`config.mk`:
```
export PLATFORM = sky130hd
export DESIGN_NAME = ram_stream_reader
export DESIGN_NICKNAME = d
export VERILOG_FILES = /design/src/rtl/ram_stream_reader_pkg.sv /design/src/rtl/ram_stream_reader_fifo.sv /design/src/rtl/ram_stream_reader.sv
export SDC_FILE = /design/constraint.sdc
export NUM_CORES = 1
export LEC_CHECK = 0
export BUFFER_PORTS_ARGS = -buffer_cell sky130_fd_sc_hd__buf_2
export CAP_MARGIN = 5
export CORE_UTILIZATION = 47
export DETAILED_ROUTE_END_ITERATION = 8
export PLACE_DENSITY = 0.68
export SLEW_MARGIN = 15
export SYNTH_ARGS = -nofsm -noshare
export SYNTH_HDL_FRONTEND = slang
export SYNTH_HIERARCHICAL = 1
export SYNTH_SLANG_ARGS = --single-unit
```
`constraint.sdc`:
```
create_clock -name clk -period 3.56 [get_ports clk]
set_input_delay 0 -clock clk [delete_from_list [all_inputs] [get_ports clk]]
set_output_delay 0 -clock clk [all_outputs]
set_load 0.02 [all_outputs]
```
`src/rtl/ram_stream_reader_pkg.sv`:
```
// ram_stream_reader_pkg
//   Shared definitions for the RAM stream reader slice:
//   - FSM state encoding (legacy-compatible localparam constants)
//   - init_wait_cycles(): length of the post-reset RAM clear window
package ram_stream_reader_pkg;

    localparam logic [1:0] ST_INIT  = 2'd0;
    localparam logic [1:0] ST_IDLE  = 2'd1;
    localparam logic [1:0] ST_READ  = 2'd2;
    localparam logic [1:0] ST_DRAIN = 2'd3;

    // The attached RAM is cleared word-by-word after reset; wait for the
    // whole array plus two cycles of pipeline margin before reading.
    function automatic int unsigned init_wait_cycles(input int unsigned addr_width);
        return (32'd1 << addr_width) + 32'd2;
    endfunction

endpackage

```
`src/rtl/ram_stream_reader_fifo.sv`:
```
// stream_skid_fifo2
//   Two-entry output FIFO sitting between the RAM read pipeline and the
//   valid/ready stream. The head entry is held in a register so data stays
//   stable while the consumer stalls.
// Ports:
//   clk, reset_n  - clock, asynchronous active-low reset (clears all entries)
//   push          - write push_data (caller never pushes when full)
//   push_data     - entry to store
//   pop           - remove head entry (ignored when empty)
//   head_data     - oldest entry
//   valid         - FIFO non-empty
//   count         - number of stored entries (0..2)
module stream_skid_fifo2 #(
    parameter int unsigned WIDTH = 9
) (
    input  logic             clk,
    input  logic             reset_n,
    input  logic             push,
    input  logic [WIDTH-1:0] push_data,
    input  logic             pop,
    output logic [WIDTH-1:0] head_data,
    output logic             valid,
    output logic [1:0]       count
);

    logic [WIDTH-1:0] mem [2];
    logic             wr_ptr;
    logic             rd_ptr;
    logic             do_pop;

    assign do_pop    = pop && valid;
    assign valid     = (count != 2'd0);
    assign head_data = mem[rd_ptr];

    always_ff @(posedge clk or negedge reset_n) begin
        if (!reset_n) begin
            for (int unsigned i = 0; i < 2; i++) begin
                mem[i] <= '0;
            end
            wr_ptr <= 1'b0;
            rd_ptr <= 1'b0;
            count  <= 2'd0;
        end else begin
            if (push) begin
                mem[wr_ptr] <= push_data;
                wr_ptr      <= ~wr_ptr;
            end
            if (do_pop) begin
                rd_ptr <= ~rd_ptr;
            end
            case ({push, do_pop})
                2'b10:   count <= count + 2'd1;
                2'b01:   count <= count - 2'd1;
                default: count <= count;
            endcase
        end
    end

endmodule

```
`src/rtl/ram_stream_reader.sv`:
```
// ram_stream_reader
//   Reads a burst of words from port B of a synchronous dual-port RAM and
//   presents them on a valid/ready stream with an end-of-burst marker.
//   After reset the block waits out the RAM clear window before accepting
//   any start.
// Ports:
//   clk        - clock, all state on rising edge
//   reset_n    - asynchronous active-low reset
//   start      - one-cycle burst launch (accepted only when idle, init done)
//   base_addr  - first word address, sampled with start
//   length     - word count, sampled with start (0 = no burst)
//   addr_b     - read address to RAM port B
//   dout_b     - RAM port B data, valid one cycle after addr_b
//   m_data     - stream data
//   m_valid    - stream data valid
//   m_ready    - downstream accept
//   m_last     - final word of the burst
//   busy       - burst in progress
//   init_done  - RAM clear window elapsed
// Configuration:
//   RAM_STREAM_READER_LOOP_EN - when defined, the burst repeats endlessly
//   from the latched base/length until reset.
module ram_stream_reader
    import ram_stream_reader_pkg::*;
#(
    parameter int unsigned ADDR_WIDTH = 6,
    parameter int unsigned DATA_WIDTH = 8
) (
    input  logic                  clk,
    input  logic                  reset_n,
    input  logic                  start,
    input  logic [ADDR_WIDTH-1:0] base_addr,
    input  logic [ADDR_WIDTH:0]   length,
    output logic [ADDR_WIDTH-1:0] addr_b,
    input  logic [DATA_WIDTH-1:0] dout_b,
    output logic [DATA_WIDTH-1:0] m_data,
    output logic                  m_valid,
    input  logic                  m_ready,
    output logic                  m_last,
    output logic                  busy,
    output logic                  init_done
);

    localparam int unsigned INIT_CYCLES = init_wait_cycles(ADDR_WIDTH);
    localparam int unsigned CW          = ADDR_WIDTH + 2;

    logic [1:0]            state;
    logic [CW-1:0]         init_cnt;
    logic [ADDR_WIDTH:0]   remaining;
    logic                  rd_pend;
    logic                  rd_pend_last;
    logic [1:0]            fifo_count;
    logic [2:0]            occupancy;
    logic                  pop;
    logic                  issue;
    logic                  last_issue;
    logic                  fifo_valid;
    logic [DATA_WIDTH:0]   fifo_head;

`ifdef RAM_STREAM_READER_LOOP_EN
    logic [ADDR_WIDTH-1:0] base_lat;
    logic [ADDR_WIDTH:0]   len_lat;
`endif

    assign pop = m_valid && m_ready;

    // Count the word leaving this cycle so a steady m_ready sustains one
    // read per cycle while never overfilling the two-entry FIFO.
    assign occupancy  = {1'b0, fifo_count} + {2'b00, rd_pend} - {2'b00, pop};
    assign issue      = (state == ST_READ) && (occupancy < 3'd2);
    assign last_issue = issue && (remaining == (ADDR_WIDTH + 1)'(1));

    assign m_valid = fifo_valid;
    assign m_data  = fifo_head[DATA_WIDTH-1:0];
    assign m_last  = fifo_valid && fifo_head[DATA_WIDTH];

    always_ff @(posedge clk or negedge reset_n) begin
        if (!reset_n) begin
            state        <= ST_INIT;
            init_cnt     <= '0;
            init_done    <= 1'b0;
            busy         <= 1'b0;
            addr_b       <= '0;
            remaining    <= '0;
            rd_pend      <= 1'b0;
            rd_pend_last <= 1'b0;
`ifdef RAM_STREAM_READER_LOOP_EN
            base_lat     <= '0;
            len_lat      <= '0;
`endif
        end else begin
            rd_pend      <= issue;
            rd_pend_last <= last_issue;
            if (issue) begin
                addr_b    <= addr_b + ADDR_WIDTH'(1);
                remaining <= remaining - (ADDR_WIDTH + 1)'(1);
            end
            case (state)
                ST_INIT: begin
                    if (init_cnt == CW'(INIT_CYCLES - 1)) begin
                        state     <= ST_IDLE;
                        init_done <= 1'b1;
                    end else begin
                        init_cnt <= init_cnt + CW'(1);
                    end
                end
                ST_IDLE: begin
                    if (start && (length != '0)) begin
                        addr_b    <= base_addr;
                        remaining <= length;
                        busy      <= 1'b1;
                        state     <= ST_READ;
`ifdef RAM_STREAM_READER_LOOP_EN
                        base_lat  <= base_addr;
                        len_lat   <= length;
`endif
                    end
                end
                ST_READ: begin
                    if (last_issue) begin
`ifdef RAM_STREAM_READER_LOOP_EN
                        // Reload as the last read issues (not at its
                        // transfer) so the next pass follows without a gap.
                        addr_b    <= base_lat;
                        remaining <= len_lat;
`else
                        state     <= ST_DRAIN;
`endif
                    end
                end
                ST_DRAIN: begin
                    if (pop && m_last) begin
                        busy  <= 1'b0;
                        state <= ST_IDLE;
                    end
                end
                default: state <= ST_INIT;
            endcase
        end
    end

    stream_skid_fifo2 #(
        .WIDTH(DATA_WIDTH + 1)
    ) u_fifo (
        .clk       (clk),
        .reset_n   (reset_n),
        .push      (rd_pend),
        .push_data ({rd_pend_last, dout_b}),
        .pop       (pop),
        .head_data (fifo_head),
        .valid     (fifo_valid),
        .count     (fifo_count)
    );

endmodule

```
==> results of run 1 <==
-- cell type report --
class / count / area [sq um]
Sequential cell: 49 / 1230
Clock buffer: 7 / 86.3
Tap cell: 70 / 87.6
Fill cell: 424 / 2000
Multi-Input combinational cell: 151 / 1200
Inverter: 10 / 37.5
Timing Repair Buffer: 65 / 438
-- metrics by stage --
step | hold slack [ps] | cells
after global placement | 142 | 323
after CTS | 149 | 352
after floorplan | -296 | 214
after global routing | 180 | 352
after detailed placement | 139 | 323
final | 151 | 352
-- tightest hold or removal path: stages --
cell	delay (ps)
buf_2	110
nand3_1	100
a22o_1	150
a21oi_1	60
-- cells in the mapped netlist (all sizes together), types with 3 or more instances --
cell type	count
and2	5
clkbuf	3
dfrtp	49
ha	12
inv	10
mux2	28
nand2	20
nand3	5
nand4	6
nor2	7
nor3	4
nor4	5
o21ai	15
xnor2	14
xor2	11
-- path summary, 6_finish.rpt --
kind	startpoint	to	cells past startpoint
worst max-delay path	u_fifo/count[1]	state[1]	9
worst min-delay path	m_ready	busy	4
worst max register to register	u_fifo/count[1]	state[1]	9
worst min register to register	init_done	init_done	1
max in group asynchronous	reset_n	init_cnt[4]	3
min in group asynchronous	reset_n	u_fifo/mem[1]	3
-- routing by layer --
layer  global-route usage [%]  vias to the layer above
met5                        0                        -
met4                     5.66                        0
met3                     4.61                        4
met2                     31.4                       42
met1                     21.4                      817
li1                         -                      879
-- timing repair --
action                                  4_1_cts  5_1_grt
hold buffers                                 22        0
endpoints found under the setup margin        0        0
endpoints found under the hold margin        78        0
-- power by group through the flow --
stage	clock [mW]	combinational (mW)	sequential, mW
after floorplan	0	0.835	1.01
after global placement	0	1.08	1.02
after detailed placement	0	1.10	1.03
after CTS	0.339	1.13	1.02
after global routing	0.360	1.26	1.06
final	0.324	1.12	1.02
-- sequential cells by signal, indices dropped and copies added (netlist names) --
signal and count:
u_fifo/mem 18, init_cnt 8, remaining 7, addr_b 6, state 2, u_fifo/count 2
busy 1, init_done 1, rd_pend 1, rd_pend_last 1, u_fifo/rd_ptr 1, u_fifo/wr_ptr 1
-- logic make-up (layout without fill, tap and decap cells) --
kind of cell	count (synthesis)	after routing
adders and majority gates	13	13
buffers and inverters	14	82
AOI/OAI and AO/OA	22	22
and+or+nand+nor	61	61
DFF	49	49
xor gates and xnor gates	25	25
muxes	30	30
==> results.toml, run 1 <==
[outcome]
run_status = "finished clean"

[cts]
max-clock-path-buffers = 2
cts.sinks = 49
clk_pin_slew_ps = 80
cts_buffers = 5
cts_root_buf = "clkbuf_8"
cts_resized = 0
cts-htree-levels = 2
cts_tree = "done"
post-cts-setup-buffers = 0
clk_latency_ps = 300

[sta]
final.setup.tns_ps = 0
hold_violations = 0
grt_setup_unrepaired = "false"
maxSlewViolCount = 0
relSlewSlack_pct = 30.9
finalSetupViolations = 0
worst_slew_pin_slew_ps = 1040
fin_crit_ps = 2980
fmax_mhz = 335
finalWorstSetupSlack_ps = 576
fin_skew_ps = 5.77
finalCritPeriodShare_pct = 83.8

[synth]
synth_xor_area_share_pct = 8.86
synth_top_family_by_area = "multiplexers"
synthArstFlopShare_pct = 100
synth_edf_count = 0
synth_nets = 252
synth_seq_cells = 49
yosys.area_share.simple_pct = 13.3
ys.warnings.count = 6
avgSynthCellArea_sq_um = 11.6
synth_top_cell_by_area = "dfrtp_1"
ys_types = 35
synth.top_cells.by_area = "dfrtp_1, mux2_2, ha_1, xnor2_1, xor2_1"
muxShareOfSynthArea_pct = 13.6
synthAdderAreaFrac_pct = 6.88
synth_top_area_share_pct = 49.6
synth_area_sq_mm = 0.00247
synthFlopType = "dfrtp_1"
syn_inst = 214
synth_compound_area_share_pct = 5.67
synth_seq_area_share_pct = 49.6

[setup_path]
r2r_slack_ps = 580
critical_path.top_delay_family = "simple AND/OR/NAND/NOR gates"
cp_max_fo = 7
cp_slowest_cell = "fa_1"
worst_ep_required_time_ps = 3740
crit_chain = "or2_1 -> and2_1 -> ha_1 -> nand2b_1 -> fa_1 -> nand2_1 -> o41ai_2 -> nand4_1 -> mux2_2"
cp_num_buf_inv = 0
cp_data_arrival_time_ps = 3170
cp-end-kind = "flip-flop"
cpPeakStageDelay_ps = 510
crit_type = "flip-flop to flip-flop"
start_kind = "flip-flop"

[die]
start_util_pct = 48.7
row_count = 26
fp.dieArea_sq_mm = 0.00555
fp.dieH_microns = 74.5
ios = 43
design.core.area_sq_mm = 0.00507
die_w_microns = 74.5

[placement]
gp_congestion = 0.802
dp_hpwl_microns = 2980
placed_cell_area_sq_mm = 0.00277
io_buffers = 42
post-place-ws_ps = 594

[grt]
antenna_found_initial = 0
gr-total-overflow = 0
grt_pass1_vias = 1689
grt_pass1_wl_microns = 7390
grt_max_degree = 50
grtUsageTotal_pct = 17.9

[drt]
route.met2.wl_microns = 2160
drc = 0
wl_per_cell_microns = 12.9
route.met3.wl_microns = 205
drtAntennaViolNets = 0
first_iter_violations = 26
drt_first_pass_iters = 4
routed_via_density = 4.95
totalWireLength_microns = 4530
routedLengthMet1_microns = 2130
vias = 1742
highest_layer = "met4"

[final_layout]
final_cell_mix = "dfrtp_1, buf_2, mux2_2"
final_common_cell = "dfrtp_1"
layout-drive-gt1-share_pct = 29.8
fin_nets = 320
antenna_cells = 0
final_area_sq_mm = 0.00307
utilization_pct = 60.5
area_growth_pct = 24.2

[pwr]
p_int_mw = 1.48
power.share.sequential_pct = 41.3
p_total_mw = 2.46
clkPwrFrac_pct = 13.2
switching_share_pct = 39.9
p_leak_nw = 1.40
p_sw_mw = 0.981
vdd_ir_drop_max_uv = 350
powerDensity_mw_per_mm2 = 800
p_comb_share_pct = 45.5

[job]
maxCapViolCount = 0

[hold_path]
hold_class = "input pin to flip-flop"
No activity file was read; power rests on OpenSTA's default activity.
==> run 2, diff against run 1 <==
--- a/config.mk
+++ b/config.mk
@@ -9,7 +9,7 @@
 export CAP_MARGIN = 5
 export CORE_UTILIZATION = 47
 export DETAILED_ROUTE_END_ITERATION = 8
-export PLACE_DENSITY = 0.68
+export PLACE_DENSITY = 0.7
 export SLEW_MARGIN = 15
 export SYNTH_ARGS = -nofsm -noshare
 export SYNTH_HDL_FRONTEND = slang
==> constraint.sdc (replaced) <==
create_clock -name clk -period 2.66 [get_ports clk]
set_input_delay 0 -clock clk [delete_from_list [all_inputs] [get_ports clk]]
set_output_delay 0 -clock clk [all_outputs]
set_load 0.02 [all_outputs]
==> run 2 against run 1 <==
Non-clock buffer count rose by 8. Worst setup slack got worse by 550 ps. Critical path depth did not move. Via count rose by 2.2%. Sequential share of layout area fell by 1.4 points. Clock-buffer cell count fell by 1. Sequential power rose by 32%. Maximum frequency rose by 13%. Clock power rose by 32%. Critical endpoint unchanged. Highest routed layer unchanged.
==> results.toml, run 2 (synthesis results as in run 1) <==
[outcome]
run_status = "finished clean"

[drt]
drc = 0
first_iter_violations = 44
wl_per_cell_microns = 13.0
totalWireLength_microns = 4700
vias = 1781
routed_via_density = 4.93
drtAntennaViolNets = 0
drt_first_pass_iters = 6

[sta]
hold_violations = 0
worst_slew_pin_slew_ps = 618
finalCritPeriodShare_pct = 98.9
fin_skew_ps = 6.32
finalSetupViolations = 0
relSlewSlack_pct = 58.8
timing.hold.ws_ps = 143
fin_crit_ps = 2630
maxSlewViolCount = 0
finalWorstSetupSlack_ps = 29.6
fmax_mhz = 380
grt_setup_unrepaired = "true"
final.setup.tns_ps = 0

[pwr]
vdd_ir_drop_max_uv = 490
p_total_mw = 3.54
p_leak_nw = 1.46
powerDensity_mw_per_mm2 = 1110

[grt]
grtUsageMet2_pct = 32.8
grt.busiest_layer = "met2"
grt_util_met3_pct = 4.07
antenna_found_initial = 0
grtUsageTotal_pct = 18.8
grt_max_degree = 50
gr-total-overflow = 0
grt_pass1_vias = 1746
grt_util_met1_pct = 23.0
grt_pass1_wl_microns = 7710

[placement]
gp_congestion = 0.837
post-place-ws_ps = 4.80
dpl.cell_count = 330
io_buffers = 42
dp_hpwl_microns = 3090

[final_layout]
fill_cells = 411
reg.largest.list = "u_fifo/mem x18, init_cnt x8, remaining x7"
antenna_cells = 0
top_register = "u_fifo/mem"
layout.cells.non_filler = 361
final_common_cell = "dfrtp_1"
area_growth_pct = 29.0
final_cell_mix = "dfrtp_1, buf_2, mux2_2"
largest_reg_flops = 18
fin_nets = 328
layout-drive-gt1-share_pct = 34.7

[cts]
clk_latency_ps = 300
cts.sinks = 49
cts_tree = "done"
cts-htree-levels = 2
cts_buffers = 5
cts_root_buf = "clkbuf_8"
cts_resized = 0
clk_pin_slew_ps = 90
max-clock-path-buffers = 2

[job]
maxCapViolCount = 0

[die]
row_count = 26
fp.dieArea_sq_mm = 0.00555
ios = 43
design.core.area_sq_mm = 0.00507
start_util_pct = 48.7
die_w_microns = 74.5
fp.dieH_microns = 74.5

[setup_path]
rr_worst_depth = 9
crit_path_end = "state[1]"
critPathLaunch = "u_fifo/count[1]"
worstReg2RegStart = "u_fifo/count[1]"
cp_data_arrival_time_ps = 2820
cp_max_fo = 2
cpPeakStageDelay_ps = 410
r2r_end = "state[1]"
crit_type = "flip-flop to flip-flop"
worst_ep_required_time_ps = 2850
r2r_slack_ps = 30
cp-end-kind = "flip-flop"
start_kind = "flip-flop"
cp_slowest_cell = "dfrtp_2"
crit_chain = "or2_4 -> and2_4 -> ha_4 -> nand2b_4 -> fa_2 -> xor2_4 -> o41ai_2 -> nand4_1 -> mux2_4"

[hold_path]
hold_class = "input pin to flip-flop"
hold_depth = 4
[run 2: cell count changes in the layout (fill, tap and decap cells not counted), sizes merged]
cell    before  now
clkinv       0    2
buf         43   51
clkbuf       7    6
[run 2: worst min-delay path by stage]
stage / slack, ps / start / endpoint
after floorplan: -300 / reset_n / addr_b[0]
after global placement: 210 / base_addr[1] / addr_b[1]
after detailed placement: 210 / base_addr[2] / addr_b[2]
after CTS: 140 / m_ready / busy
after global routing: 170 / m_ready / busy
final: 140 / m_ready / busy
[run 2: layout make-up]
class / count / area, sq um / area share, %
Multi-Input combinational cell: 151 / 1250 / 39.3
Sequential cell: 49 / 1230 / 38.5
Clock inverter: 2 / 10.0 / 0.314
Timing Repair Buffer: 73 / 500 / 15.7
Clock buffer: 6 / 72.6 / 2.28
Tap cell: 70 / 87.6 / 2.75
Inverter: 10 / 37.5 / 1.18
[run 2: through the flow]
stage,instance area [sq um],utilization [%]
floorplan,2530,-
global placement,2880,56.7
detailed placement,2880,56.7
CTS,3180,62.6
global route,3190,62.8
finish,3190,62.8
[run 2: timing repair]
| item | 4_1_cts | 5_1_grt |
|---|---|---|
| buffers inserted | 0 | 1 |
| endpoints found under the hold margin | 78 | 0 |
| pin swaps | 2 | 0 |
| hold buffers | 22 | 0 |
| endpoints found under the setup margin | 1 | 2 |
[run 2: power by group]
group	leakage (nW)	internal [mW]	switching (mW)	total [mW]
Clock	0.0450	0.183	0.246	0.429
Sequential	0.609	1.06	0.285	1.35
Combinational	0.805	0.886	0.877	1.76
[run 2: worst max-delay path, delay by kind of cell, from the launching register on]
kind | cells | cell delay (ps)
AO/OA/AOI/OAI | 1 | 310
XOR/XNOR | 1 | 170
adder cells (fa/ha/maj) | 2 | 590
flip-flops | 1 | 410
multiplexers | 1 | 340
AND/OR/NAND/NOR | 4 | 700
[run 2: metal layers]
metal	vias to the layer above	share of wire, %
met5	-	0
met4	0	1.4
met3	5	3.8
met2	46	48
met1	834	47
li1	896	-
==> run 3, diff against run 2 <==
--- a/config.mk
+++ b/config.mk
@@ -8,6 +8,7 @@
 export BUFFER_PORTS_ARGS = -buffer_cell sky130_fd_sc_hd__buf_2
 export CAP_MARGIN = 5
 export CORE_UTILIZATION = 47
+export CTS_BUF_LIST = sky130_fd_sc_hd__clkbuf_8 sky130_fd_sc_hd__clkbuf_16
 export DETAILED_ROUTE_END_ITERATION = 8
 export PLACE_DENSITY = 0.7
 export SLEW_MARGIN = 15
==> run 3 against run 2 <==
Register-to-register slack barely moved. Critical endpoint unchanged. Combinational power is essentially flat. Critical path type unchanged. Die area is the same. Sequential power hardly changed. Core utilization unchanged. Worst setup slack is essentially flat. Total power about the same. Critical path depth unchanged. Clock skew unchanged.
==> results.toml, run 3 (synthesis results as in run 1) <==
[outcome]
run_status = "finished clean"

[sta]
fmax_mhz = 380
grt_setup_unrepaired = "true"
fin_skew_ps = 6.32
hold_violations = 0
finalCritPeriodShare_pct = 98.9
relSlewSlack_pct = 58.8
maxSlewViolCount = 0
fin_crit_ps = 2630
finalSetupViolations = 0
worst_slew_pin_slew_ps = 618
timing.hold.ws_ps = 143

[die]
ios = 43
die_w_microns = 74.5
fp.dieH_microns = 74.5
fp.dieArea_sq_mm = 0.00555
start_util_pct = 48.7
design.core.area_sq_mm = 0.00507
row_count = 26

[pwr]
vdd_ir_drop_max_uv = 490
p_total_mw = 3.54
p_leak_nw = 1.46
powerDensity_mw_per_mm2 = 1110

[setup_path]
worst_ep_required_time_ps = 2850
crit_type = "flip-flop to flip-flop"
cp-end-kind = "flip-flop"
cp_max_fo = 2
start_kind = "flip-flop"
cp_data_arrival_time_ps = 2820

[grt]
gr-total-overflow = 0
antenna_found_initial = 0
grt_max_degree = 50
grtUsageTotal_pct = 18.8
grt_pass1_vias = 1746
grt_pass1_wl_microns = 7710

[final_layout]
largest_reg_flops = 18
final_common_cell = "dfrtp_1"
area_growth_pct = 29.0
layout-drive-gt1-share_pct = 34.7
top_register = "u_fifo/mem"
fin_nets = 328
reg.largest.list = "u_fifo/mem x18, init_cnt x8, remaining x7"
final_cell_mix = "dfrtp_1, buf_2, mux2_2"
antenna_cells = 0

[cts]
cts.sinks = 49
cts_tree = "done"
clk_pin_slew_ps = 90
cts_buffers = 5
cts-htree-levels = 2
clk_latency_ps = 300
cts_root_buf = "clkbuf_8"
max-clock-path-buffers = 2

[drt]
wl_per_cell_microns = 13.0
totalWireLength_microns = 4710
routed_via_density = 4.93
drt_first_pass_iters = 6
drtAntennaViolNets = 0
vias = 1781
first_iter_violations = 44
drc = 0

[hold_path]
hold_class = "input pin to flip-flop"

[placement]
dp_hpwl_microns = 3090
io_buffers = 42
gp_congestion = 0.837

[job]
maxCapViolCount = 0
run 3: cell count changes in the layout (fill, tap and decap cells not counted), sizes merged:
| cell | previous run | this run |
|---|---|---|
| clkbuf | 6 | 5 |
| inv | 10 | 11 |
run 3: path summary, 6_finish.rpt:
check,to,slack (ps),cells after the start,startpoint
setup / recovery,state[1],30,9,u_fifo/count[1]
hold / removal,busy,140,4,m_ready
setup reg to reg,state[1],30,9,u_fifo/count[1]
hold reg to reg,init_done,460,1,init_done
max in group asynchronous,u_fifo/count[1],1960,2,reset_n
min in group asynchronous,u_fifo/rd_ptr,270,2,reset_n
run 3: metrics by stage:
step | instance area [sq um] | setup WS [ps] | cells | utilization [%] | TNS, ps
after floorplan | 2530 | -135 | 214 | - | -135
after global placement | 2880 | 41.0 | 330 | 56.7 | 0
after detailed placement | 2880 | 4.80 | 330 | 56.7 | 0
after CTS | 3180 | 9.95 | 360 | 62.6 | 0
after global routing | 3190 | -89.2 | 361 | 62.8 | -135
final | 3190 | 29.6 | 361 | 62.8 | 0
run 3: final cells by class:
cell class	count	area, sq um
Clock buffer	5	68.8
Fill cell	411	1890
Sequential cell	49	1230
Timing Repair Buffer	73	500
Inverter	10	37.5
Clock inverter	3	13.8
Multi-Input combinational cell	151	1250
Tap cell	70	87.6
run 3: critical path, cell delays in order (launching register included):
cell and delay, ps:
dfrtp_2 410, or2_4 250, and2_4 150, ha_4 200
nand2b_4 130, fa_2 390, xor2_4 170, o41ai_2 310
nand4_1 170, mux2_4 340
run 3: timing repair:
item                       in CTS  in global routing
buffers inserted                0                  1
hold endpoints to repair       78                  0
pin swaps                       2                  0
hold buffers                   22                  0
setup endpoints to repair       1                  2
resized for setup               0                  0
run 3: where the power goes:
group	internal [mW]	switching [mW]	total [mW]
Sequential	1.06	0.285	1.35
Combinational	0.886	0.877	1.76
Clock	0.179	0.246	0.425
Total	2.13	1.41	3.54
run 3: routing by layer:
layer	global-route usage, %	share of wire (%)
met1	23.0	47
met2	32.8	48
met3	4.07	3.8
met4	6.29	1.4
met5	0	0
